File: src/rtl/astack_seq_if.sv
// rtl/astack_seq_if.sv - command and astack-side signal bundle for astack_seq
interface astack_seq_if #(
    parameter int W = 16
);
    logic         cmd_valid;
    logic         cmd_ready;
    logic [3:0]   cmd_op;
    logic [W-1:0] cmd_imm;
    logic [2:0]   cmd_n;
    logic         stk_cs;
    logic [2:0]   stk_mode;
    logic [2:0]   stk_dsel;
    logic [W-1:0] stk_r0in;
    logic [W-1:0] stk_r1in;
    logic [W-1:0] stk_r0out;
    logic [W-1:0] stk_r1out;

    modport master (
        output cmd_valid, cmd_op, cmd_imm, cmd_n, stk_r0out, stk_r1out,
        input  cmd_ready, stk_cs, stk_mode, stk_dsel, stk_r0in, stk_r1in
    );

    modport slave (
        input  cmd_valid, cmd_op, cmd_imm, cmd_n, stk_r0out, stk_r1out,
        output cmd_ready, stk_cs, stk_mode, stk_dsel, stk_r0in, stk_r1in
    );
endinterface

File: src/rtl/astack_seq.sv
// rtl/astack_seq.sv - stack-machine opcode sequencer for astack; ASTACK_SEQ_MUL_EN enables MUL (op 13)
module astack_seq #(
    parameter int W  = 16,
    parameter int D  = 16,
    localparam int DW = $clog2(D + 1)
) (
    input  logic          clk,
    input  logic          rst,
    astack_seq_if.slave   bus,
    output logic          done,
    output logic          err,
    output logic [1:0]    err_code,
    output logic          err_sticky,
    output logic [DW-1:0] depth
);
    localparam logic [3:0] OP_NOP  = 4'd0,  OP_LIT  = 4'd1,  OP_DROP = 4'd2,  OP_DUP  = 4'd3;
    localparam logic [3:0] OP_SWAP = 4'd4,  OP_OVER = 4'd5,  OP_PICK = 4'd6,  OP_ROT  = 4'd7;
    localparam logic [3:0] OP_ADD  = 4'd8,  OP_SUB  = 4'd9,  OP_AND  = 4'd10, OP_OR   = 4'd11;
    localparam logic [3:0] OP_XOR  = 4'd12, OP_MUL  = 4'd13, OP_REPL = 4'd14;

    localparam logic [2:0] M_NONE = 3'd0, M_PUSH = 3'd1, M_POP = 3'd2, M_REP1 = 3'd3;
    localparam logic [2:0] M_REP2 = 3'd4, M_POPREP = 3'd5, M_BUB = 3'd6;

    typedef enum logic [1:0] {S_IDLE, S_READ, S_WRITE} state_t;
    state_t state, state_nxt;

    logic [3:0]   op_q;
    logic [W-1:0] imm_q, t_q, x_q;
    logic [2:0]   n_q;
    logic         legal_q, push_q, pop_q, sticky_q;
    logic [1:0]   code_q, err_code_q;

    logic [3:0]   need;
    logic         pushes, pops, bad_op;
    logic [1:0]   chk_code;
    logic [2:0]   wr_mode;
    logic [W-1:0] wr_r0;

    // Legality of the offered command against the current depth: illegal, then underflow, then overflow.
    always_comb begin
        need   = 4'd0;
        pushes = 1'b0;
        pops   = 1'b0;
        bad_op = 1'b0;
        case (bus.cmd_op)
            OP_NOP:  ;
            OP_LIT:  pushes = 1'b1;
            OP_DROP: begin need = 4'd1; pops = 1'b1; end
            OP_DUP:  begin need = 4'd1; pushes = 1'b1; end
            OP_SWAP: need = 4'd2;
            OP_OVER: begin need = 4'd2; pushes = 1'b1; end
            OP_PICK: begin need = 4'(bus.cmd_n) + 4'd1; pushes = 1'b1; end
            OP_ROT:  need = 4'd3;
            OP_ADD, OP_SUB, OP_AND, OP_OR, OP_XOR: begin need = 4'd2; pops = 1'b1; end
`ifdef ASTACK_SEQ_MUL_EN
            OP_MUL:  begin need = 4'd2; pops = 1'b1; end
`endif
            OP_REPL: need = 4'd1;
            default: bad_op = 1'b1;
        endcase
        if (bad_op)
            chk_code = 2'd3;
        else if (32'(depth) < 32'(need))
            chk_code = 2'd1;
        else if (pushes && (32'(depth) == D))
            chk_code = 2'd2;
        else
            chk_code = 2'd0;
    end

    always_ff @(posedge clk or posedge rst) begin
        if (rst) state <= S_IDLE;
        else     state <= state_nxt;
    end

    always_comb begin
        state_nxt = state;
        case (state)
            S_IDLE:  if (bus.cmd_valid) state_nxt = S_READ;
            S_READ:  state_nxt = S_WRITE;
            S_WRITE: state_nxt = S_IDLE;
            default: state_nxt = S_IDLE;
        endcase
    end

    always_ff @(posedge clk or posedge rst) begin
        if (rst) begin
            op_q       <= OP_NOP;
            imm_q      <= '0;
            n_q        <= '0;
            t_q        <= '0;
            x_q        <= '0;
            legal_q    <= 1'b0;
            code_q     <= 2'd0;
            push_q     <= 1'b0;
            pop_q      <= 1'b0;
            err_code_q <= 2'd0;
            sticky_q   <= 1'b0;
            depth      <= '0;
        end else begin
            case (state)
                S_IDLE: if (bus.cmd_valid) begin
                    op_q    <= bus.cmd_op;
                    imm_q   <= bus.cmd_imm;
                    n_q     <= bus.cmd_n;
                    legal_q <= (chk_code == 2'd0);
                    code_q  <= chk_code;
                    push_q  <= pushes;
                    pop_q   <= pops;
                end
                S_READ: begin
                    t_q <= bus.stk_r0out;
                    x_q <= bus.stk_r1out;
                end
                S_WRITE: begin
                    if (legal_q) begin
                        if (push_q)     depth <= depth + DW'(1);
                        else if (pop_q) depth <= depth - DW'(1);
                    end else begin
                        err_code_q <= code_q;
                        sticky_q   <= 1'b1;
                    end
                end
                default: ;
            endcase
        end
    end

    // X is whatever entry dsel selected during READ: N, entry n for PICK, entry 2 for ROT.
    always_comb begin
        wr_mode = M_NONE;
        wr_r0   = '0;
        case (op_q)
            OP_LIT:  begin wr_mode = M_PUSH;   wr_r0 = imm_q; end
            OP_DROP: wr_mode = M_POP;
            OP_DUP:  begin wr_mode = M_PUSH;   wr_r0 = t_q; end
            OP_SWAP: begin wr_mode = M_REP2;   wr_r0 = x_q; end
            OP_OVER, OP_PICK: begin wr_mode = M_PUSH; wr_r0 = x_q; end
            OP_ROT:  begin wr_mode = M_BUB;    wr_r0 = x_q; end
            OP_ADD:  begin wr_mode = M_POPREP; wr_r0 = x_q + t_q; end
            OP_SUB:  begin wr_mode = M_POPREP; wr_r0 = x_q - t_q; end
            OP_AND:  begin wr_mode = M_POPREP; wr_r0 = x_q & t_q; end
            OP_OR:   begin wr_mode = M_POPREP; wr_r0 = x_q | t_q; end
            OP_XOR:  begin wr_mode = M_POPREP; wr_r0 = x_q ^ t_q; end
`ifdef ASTACK_SEQ_MUL_EN
            OP_MUL:  begin wr_mode = M_POPREP; wr_r0 = x_q * t_q; end
`endif
            OP_REPL: begin wr_mode = M_REP1;   wr_r0 = imm_q; end
            default: ;
        endcase
    end

    always_comb begin
        bus.cmd_ready = (state == S_IDLE);
        bus.stk_cs    = 1'b0;
        bus.stk_mode  = M_NONE;
        bus.stk_dsel  = 3'd0;
        bus.stk_r0in  = '0;
        bus.stk_r1in  = '0;
        done          = 1'b0;
        err           = 1'b0;
        case (state)
            S_READ: begin
                if (op_q == OP_PICK)     bus.stk_dsel = n_q;
                else if (op_q == OP_ROT) bus.stk_dsel = 3'd2;
                else                     bus.stk_dsel = 3'd1;
            end
            S_WRITE: begin
                done = legal_q;
                err  = ~legal_q;
                if (legal_q && (op_q != OP_NOP)) begin
                    bus.stk_cs   = 1'b1;
                    bus.stk_mode = wr_mode;
                    bus.stk_r0in = wr_r0;
                    bus.stk_r1in = t_q;
                    bus.stk_dsel = (op_q == OP_ROT) ? 3'd2 : 3'd0;
                end
            end
            default: ;
        endcase
        err_code   = (state == S_WRITE && !legal_q) ? code_q : err_code_q;
        err_sticky = sticky_q | (state == S_WRITE && !legal_q);
    end
endmodule
File: src/flat_wrapper.sv
// flat-port wrapper written by rule: the top's interface ports become plain ports
module astack_seq_flat 
#(
    parameter int W  = 16,
    parameter int D  = 16,
    localparam int DW = $clog2(D + 1)
)
  (clk, rst, done, err, err_code, err_sticky, depth, bus_cmd_valid, bus_cmd_op, bus_cmd_imm, bus_cmd_n, bus_stk_r0out, bus_stk_r1out, bus_cmd_ready, bus_stk_cs, bus_stk_mode, bus_stk_dsel, bus_stk_r0in, bus_stk_r1in);
  astack_seq_if #(.W(W)) bus_i ();
  input  logic clk;
  input  logic rst;
  output logic done;
  output logic err;
  output logic [1:0] err_code;
  output logic err_sticky;
  output logic [DW-1:0] depth;
  input wire logic [$bits(bus_i.cmd_valid)-1:0] bus_cmd_valid;
  input wire logic [$bits(bus_i.cmd_op)-1:0] bus_cmd_op;
  input wire logic [$bits(bus_i.cmd_imm)-1:0] bus_cmd_imm;
  input wire logic [$bits(bus_i.cmd_n)-1:0] bus_cmd_n;
  input wire logic [$bits(bus_i.stk_r0out)-1:0] bus_stk_r0out;
  input wire logic [$bits(bus_i.stk_r1out)-1:0] bus_stk_r1out;
  output wire logic [$bits(bus_i.cmd_ready)-1:0] bus_cmd_ready;
  output wire logic [$bits(bus_i.stk_cs)-1:0] bus_stk_cs;
  output wire logic [$bits(bus_i.stk_mode)-1:0] bus_stk_mode;
  output wire logic [$bits(bus_i.stk_dsel)-1:0] bus_stk_dsel;
  output wire logic [$bits(bus_i.stk_r0in)-1:0] bus_stk_r0in;
  output wire logic [$bits(bus_i.stk_r1in)-1:0] bus_stk_r1in;
  assign bus_i.cmd_valid = bus_cmd_valid;
  assign bus_i.cmd_op = bus_cmd_op;
  assign bus_i.cmd_imm = bus_cmd_imm;
  assign bus_i.cmd_n = bus_cmd_n;
  assign bus_i.stk_r0out = bus_stk_r0out;
  assign bus_i.stk_r1out = bus_stk_r1out;
  assign bus_cmd_ready = bus_i.cmd_ready;
  assign bus_stk_cs = bus_i.stk_cs;
  assign bus_stk_mode = bus_i.stk_mode;
  assign bus_stk_dsel = bus_i.stk_dsel;
  assign bus_stk_r0in = bus_i.stk_r0in;
  assign bus_stk_r1in = bus_i.stk_r1in;
  astack_seq #(.W(W), .D(D)) u_core (.clk(clk), .rst(rst), .bus(bus_i), .done(done), .err(err), .err_code(err_code), .err_sticky(err_sticky), .depth(depth));
endmodule
File: config.mk
export PLATFORM = sky130hd
export DESIGN_NAME = astack_seq_flat
export DESIGN_NICKNAME = d
export VERILOG_FILES = /design/src/rtl/astack_seq_if.sv /design/src/rtl/astack_seq.sv /design/src/flat_wrapper.sv
export SDC_FILE = /design/constraint.sdc
export NUM_CORES = 1
export LEC_CHECK = 0
export BUFFER_PORTS_ARGS = -buffer_cell sky130_fd_sc_hd__buf_2
export CAP_MARGIN = 20
export CORE_MARGIN = 2
export CORE_UTILIZATION = 42
export DETAILED_ROUTE_END_ITERATION = 10
export PLACE_DENSITY = 0.76
export SLEW_MARGIN = 0
export SYNTH_ARGS = -nofsm -noshare
export SYNTH_HDL_FRONTEND = slang
export SYNTH_SLANG_ARGS = --single-unit
File: constraint.sdc
create_clock -name clk -period 3.34 [get_ports clk]
set_input_delay 0.501 -clock clk [delete_from_list [all_inputs] [get_ports clk]]
set_output_delay 0.501 -clock clk [all_outputs]
set_load 0.01 [all_outputs]
## Word-level counts from Yosys, hierarchy flattened

Index checks and enable logic that the tools add are counted.

- Word-level logic and storage cells: 103
- Flip-flop bits (word level): 70
- Output and inout port bits: 50
- Input port bits: 58

- Reduce and logical (&&, ||, !) cells: 21
- Add/sub/neg operators: 5
- Equality and inequality tests: 30
- Bitwise gates (word level): 5
- Order comparisons: 1
- Multiplexer cells: 28

Operators with widths:

| cell | count |
|---|---|
| one-hot mux 16 bit (8 select lines) | 1 |
| 2-to-1 mux 16 bit | 4 |
| == test 4 bit (second input constant) | 12 |
| == test 4 x 3 -> 1 bit (second input constant) | 8 |
| one-hot mux 3 bit (6 select lines) | 1 |
| adder 16 bit | 1 |
| bitwise AND 16 bit | 1 |
| == test 4 x 2 -> 1 bit (second input constant) | 4 |
| OR 16 bit | 1 |
| one-hot mux 4 bit (4 select lines) | 1 |
| subtractor 16 bit | 1 |
| bitwise XOR 16 bit | 1 |
| 2-to-1 mux 2 bit | 7 |
| OR reduction 14 bit | 1 |
| 2-to-1 mux 3 bit | 4 |
| OR reduction 4 bit | 3 |
| 2-to-1 mux 5 bit | 2 |
| == test 4 x 1 -> 1 bit (second input constant) | 2 |
| OR reduction 7 bit | 1 |
| 2-to-1 mux 1 bit | 6 |
| one-hot mux 3 bit (2 select lines) | 1 |
| OR reduction 6 bit | 1 |
| adder 5 x 1 -> 5 bit (second input constant) | 1 |
| == test 5 bit (second input constant) | 1 |
| other kinds (20) | 24 |

## Longest topological paths before layout

- Depth in word-level cells: 8
- Depth in mapped cells: 14
- Depth with buffers taken out: 13

## Worst setup path after synthesis

No wires, ideal clock.

- Kind: register to output
- Start: reg u_core.op_q[1]
- End: out bus_stk_r0in[12]
- Stages on the path, launching flop included: 13
- Slack: -0.015 ns
- Data arrival time: 2.854 ns
- Data required time: 2.839 ns
- Path buffers: 2
- Path through: dfrtp_1 > buf_2 > nand2b_1 > or2_2 > clkbuf_1 > a21o_1 > fa_1 > nand2b_1 > a21oi_1 > o211ai_1 > a31o_2 > o211a_1 > a21oi_1

- Word-level cells in the longest chain between the ends: 5
- Elaborated cells between the ends (all ways): 19
- Those cells by class: eq/ne (12); mux (3); reduce/logical (4)

RTL lines:

| what | RTL line | RTL |
|---|---|---|
| from (decl) | astack_seq.sv:27 | `logic [3:0] op_q;` |
| from (signal assigned) | astack_seq.sv:103 | `op_q <= bus.cmd_op;` |
| == test 4 x 3 -> 1 bit, or another cell as far along | astack_seq.sv:133 | `case (op_q)` |
| OR reduction 4 bit (no source line) or OR reduction 2 bit (tied branches) | - |  |
| one-hot mux 16 bit (8 select lines) | astack_seq.sv:133 |  |
| 2-to-1 mux 16 bit (*) | astack_seq.sv:171 | `if (legal_q && (op_q != OP_NOP)) begin` |
| 2-to-1 mux 16 bit (*) | astack_seq.sv:162 | `case (state)` |
| to (decl) | flat_wrapper.sv:27 | `output wire logic [$bits(bus_i.stk_r0in)-1:0] bus_stk_r0in;` |

Mark *: on every way between the ends. The rest lies on a longest branch, timed or not.

## Final worst setup path

- Start: reg u_core.t_q[5]
- End: out bus_stk_r0in[15]

- Word-level cells in the longest chain between the ends: 4
- Elaborated cells between the ends (all ways): 5
- Those cells by class: add/sub (2); mux (3)

RTL lines:

| what | RTL line | RTL |
|---|---|---|
| from (decl) | astack_seq.sv:28 | `logic [W-1:0] imm_q, t_q, x_q;` |
| from (signal assigned) | astack_seq.sv:112 | `t_q <= bus.stk_r0out;` |
| subtractor 16 bit or adder 16 bit (tied branches) | astack_seq.sv:141, astack_seq.sv:140 |  |
| one-hot mux 16 bit (8 select lines) (*) | astack_seq.sv:133 |  |
| 2-to-1 mux 16 bit (*) | astack_seq.sv:171 |  |
| 2-to-1 mux 16 bit (*) | astack_seq.sv:162 |  |

Marks and branches as above.

==> impl_metrics.toml <==
[power]
pwr-share-clk_pct = 10.5
total_leakage_power_nw = 3.47
power.switching_mw = 3.95
peakVddDrop_uv = 524
comb_power_share_pct = 70.4
power-per-cell-area_mw_per_mm2 = 1190
switching_share_pct = 45.4
power_frac_seq_pct = 19.1
internal_power_mw = 4.76
total_power_mw = 8.71

[critical_path]
r2r-start = "u_core.state[0]"
worstPathArrival_ns = 3.17
cp-end-kind = "primary output"
r2r-end = "u_core.imm_q[4]"
critPathLaunchType = "register"
crit_type = "reg -> out"
crit_fanout = 4
reg2reg_setup_slack_ns = 1.26
reg2regPathDepth = 5
required_ns = 2.84

[cts]
cts_made_buffers = 9
root_buffer = "clkbuf_16"
cts_max_level = 3
cts.path.max_buffers = 2
worstSkewPairLatency_ns = 0.35
path_clk_slew_ns = 0.06
cts_tree = "done"
clock-sinks = 70

[route]
final_antenna_net_count = 0
post-route-drc-count = 0
drt_iter0_markers = 388
vias = 5396
finalWirelength_um = 16700
wire_per_inst_um = 17.1
first_pass_iters = 5
via_per_inst = 5.53

[grt]
grt_overflow = 0
grt_max_degree = 71
grt_pass1_vias = 5358
track_usage_pct = 24.4
grt_pass1_wl_um = 26900
grt_antenna_before_repair = 0

[yosys]
async_reset_ff_share_pct = 100
ys_ff_latch = 70
synthesis.area_mm2 = 0.00539
synth.most_common_cell = "dfrtp_1"
yosysTopAreaCellShare_pct = 32.5
synth_fp_nets = 741
synth_common_cells = "dfrtp_1 (70), nand2_1 (69), ha_1 (59)"
synth_warnings = 0
synthDistinctLibCells = 62
synth.area.top_cells = "dfrtp_1 (32%), ha_1 (14%), mux2_2 (5.0%)"
yosys.area.top_type = "dfrtp_1"
synthCells = 622
synth-edff-count = 0
synth_ff_type = "dfrtp_1"
seq_area_frac_synth_pct = 32.5
avgSynthCellArea_um2 = 8.67

[placed_design]
dp_slack_ns = -0.140
hpwl_um = 12000
place.gp.congestion = 0.938
place_area_mm2 = 0.00649
numPortBuffers = 107

[floorplanning]
row_count = 41
core_area_mm2 = 0.0126
chipWidth_um = 117
initial_core_util_pct = 42.9
die_area_mm2 = 0.0138
die_h_um = 117
ios = 108

[run_status]
status = "finished with violations"
violations = "negative setup slack"

[timing]
fin_ws_ns = -0.328
rsz0062_at_grt = "yes"
drv_slew = 0
hold_slack_ns = 0.360
setup_viol = 10
finalCritPeriodShare_pct = 110
fmax_mhz = 273
slew-limit-headroom_pct = 38.9
worst-slew-pin-transition_ns = 0.916
hold_viol = 0
min_period_ns = 3.67
clock_skew_ns = 0.00818

[cells_and_area]
fin_area_mm2 = 0.00729
nets = 918
drive_above_1_share_pct = 37.3
area_growth_pct = 35.1
n_antenna_cell = 0

[run]
maxCapViolCount = 0

[min_path]
hp-start = "bus_stk_r0out[15]"
hold_end = "u_core.t_q[15]"
hold_depth = 3
hold_class = "in -> reg"
state kept, by name, summed over array words and instances (netlist names), 2 cells and up:
signal,cells
u_core.state,2
u_core.depth,5
u_core.op_q,4
u_core.code_q,2
u_core.err_code_q,2
u_core.imm_q,16
u_core.n_q,3
u_core.x_q,16
u_core.t_q,16
how the worst max path moves through the flow:
stage,startpoint,end
after global routing,u_core.t_q[5],bus_stk_r0in[15]
after detailed placement,u_core.op_q[2],bus_stk_r0in[10]
after global placement,u_core.op_q[2],bus_stk_r0in[10]
final,u_core.t_q[5],bus_stk_r0in[15]
after floorplan,u_core.op_q[1],bus_stk_r0in[10]
after CTS,u_core.t_q[6],bus_stk_r0in[13]
final cells by class:
| cell class | instances | area [µm²] |
|---|---|---|
| clock buffers | 13 | 260 |
| clock inverters | 3 | 18.8 |
| fillers | 1102 | 5280 |
| inverters | 44 | 169 |
| multi-input cells | 478 | 3640 |
| flip-flops and latches | 70 | 1750 |
| well taps | 172 | 215 |
| repair buffers | 196 | 1230 |
stage by stage:
step	utilization (%)	TNS [ns]	instances
floorplan	-	0	622
global placement	51.6	-0.107	932
detailed placement	51.6	-0.297	932
CTS	56.2	-1.79	962
global route	58.0	-3.58	976
finish	58.0	-2.21	976
layout by cell type (no fill, tap or decap), types with 7 or more instances in the layout:
master     netlist  routed
a21oi_1         36      27
buf_4            0      84
a222oi_1        14      14
mux2_2          24      24
o21ai_0         53      51
nand2_1         69      66
xnor2_1         23      21
inv_1           44      40
nand2b_1        13      10
nor3_1          19      19
nor2_2           3       8
a221oi_1        13      13
clkbuf_16        0       9
a21oi_2          0       7
a31oi_1         16      13
ha_1            59      52
nor2_1          48      41
xor2_1           7       7
buf_2            9     106
dfrtp_1         70      70
worst max-delay path, cell delays in order (launching register included):
cell and delay, ns:
dfrtp_1 0.38, nor4_1 0.27, buf_4 0.17, and2_4 0.15
buf_4 0.13, a31oi_2 0.09, xnor2_1 0.15, ha_1 0.37
nand3_2 0.09, or3_1 0.39, o21ai_2 0.15, xnor2_1 0.13
a31o_1 0.20, buf_2 0.15
routing by layer:
layer	track usage, %	wire length, µm	up-vias
li1	-	-	2585
met1	32.2	7310	2596
met2	39.9	7980	190
met3	5.25	1060	25
met4	7.68	376	0
met5	0	0	-
cells by family (layout without fill, tap and decap cells):
group / Yosys count / count (layout) / synth area share [%]
adders and majority gates: 61 / 61 / 14.4
buffers and inverters: 74 / 256 / 5.38
AOI/OAI and AO/OA: 177 / 177 / 21.6
DFF: 70 / 70 / 32.5
muxes: 24 / 24 / 5.01
xor gates and xnor gates: 31 / 31 / 5.17
and+or+nand+nor: 185 / 185 / 15.9
power groups by stage:
stage	registers [mW]	logic, mW	clock network [mW]
global route	1.72	6.72	0.966
global placement	1.64	4.85	0
detailed placement	1.65	4.96	0
CTS	1.66	5.54	0.932
floorplan	1.59	3.34	0
finish	1.67	6.13	0.911
repair_timing:
| action | 4_1_cts | 5_1_grt |
|---|---|---|
| hold endpoints to repair | 0 | 0 |
| hold buffers | 0 | 0 |
| pin swaps | 35 | 22 |
| gates resized for setup | 41 | 30 |
| setup buffers | 14 | 14 |
| setup endpoints to repair | 11 | 12 |
| cloned | 0 | 0 |
(Power assumes the default switching activity.)
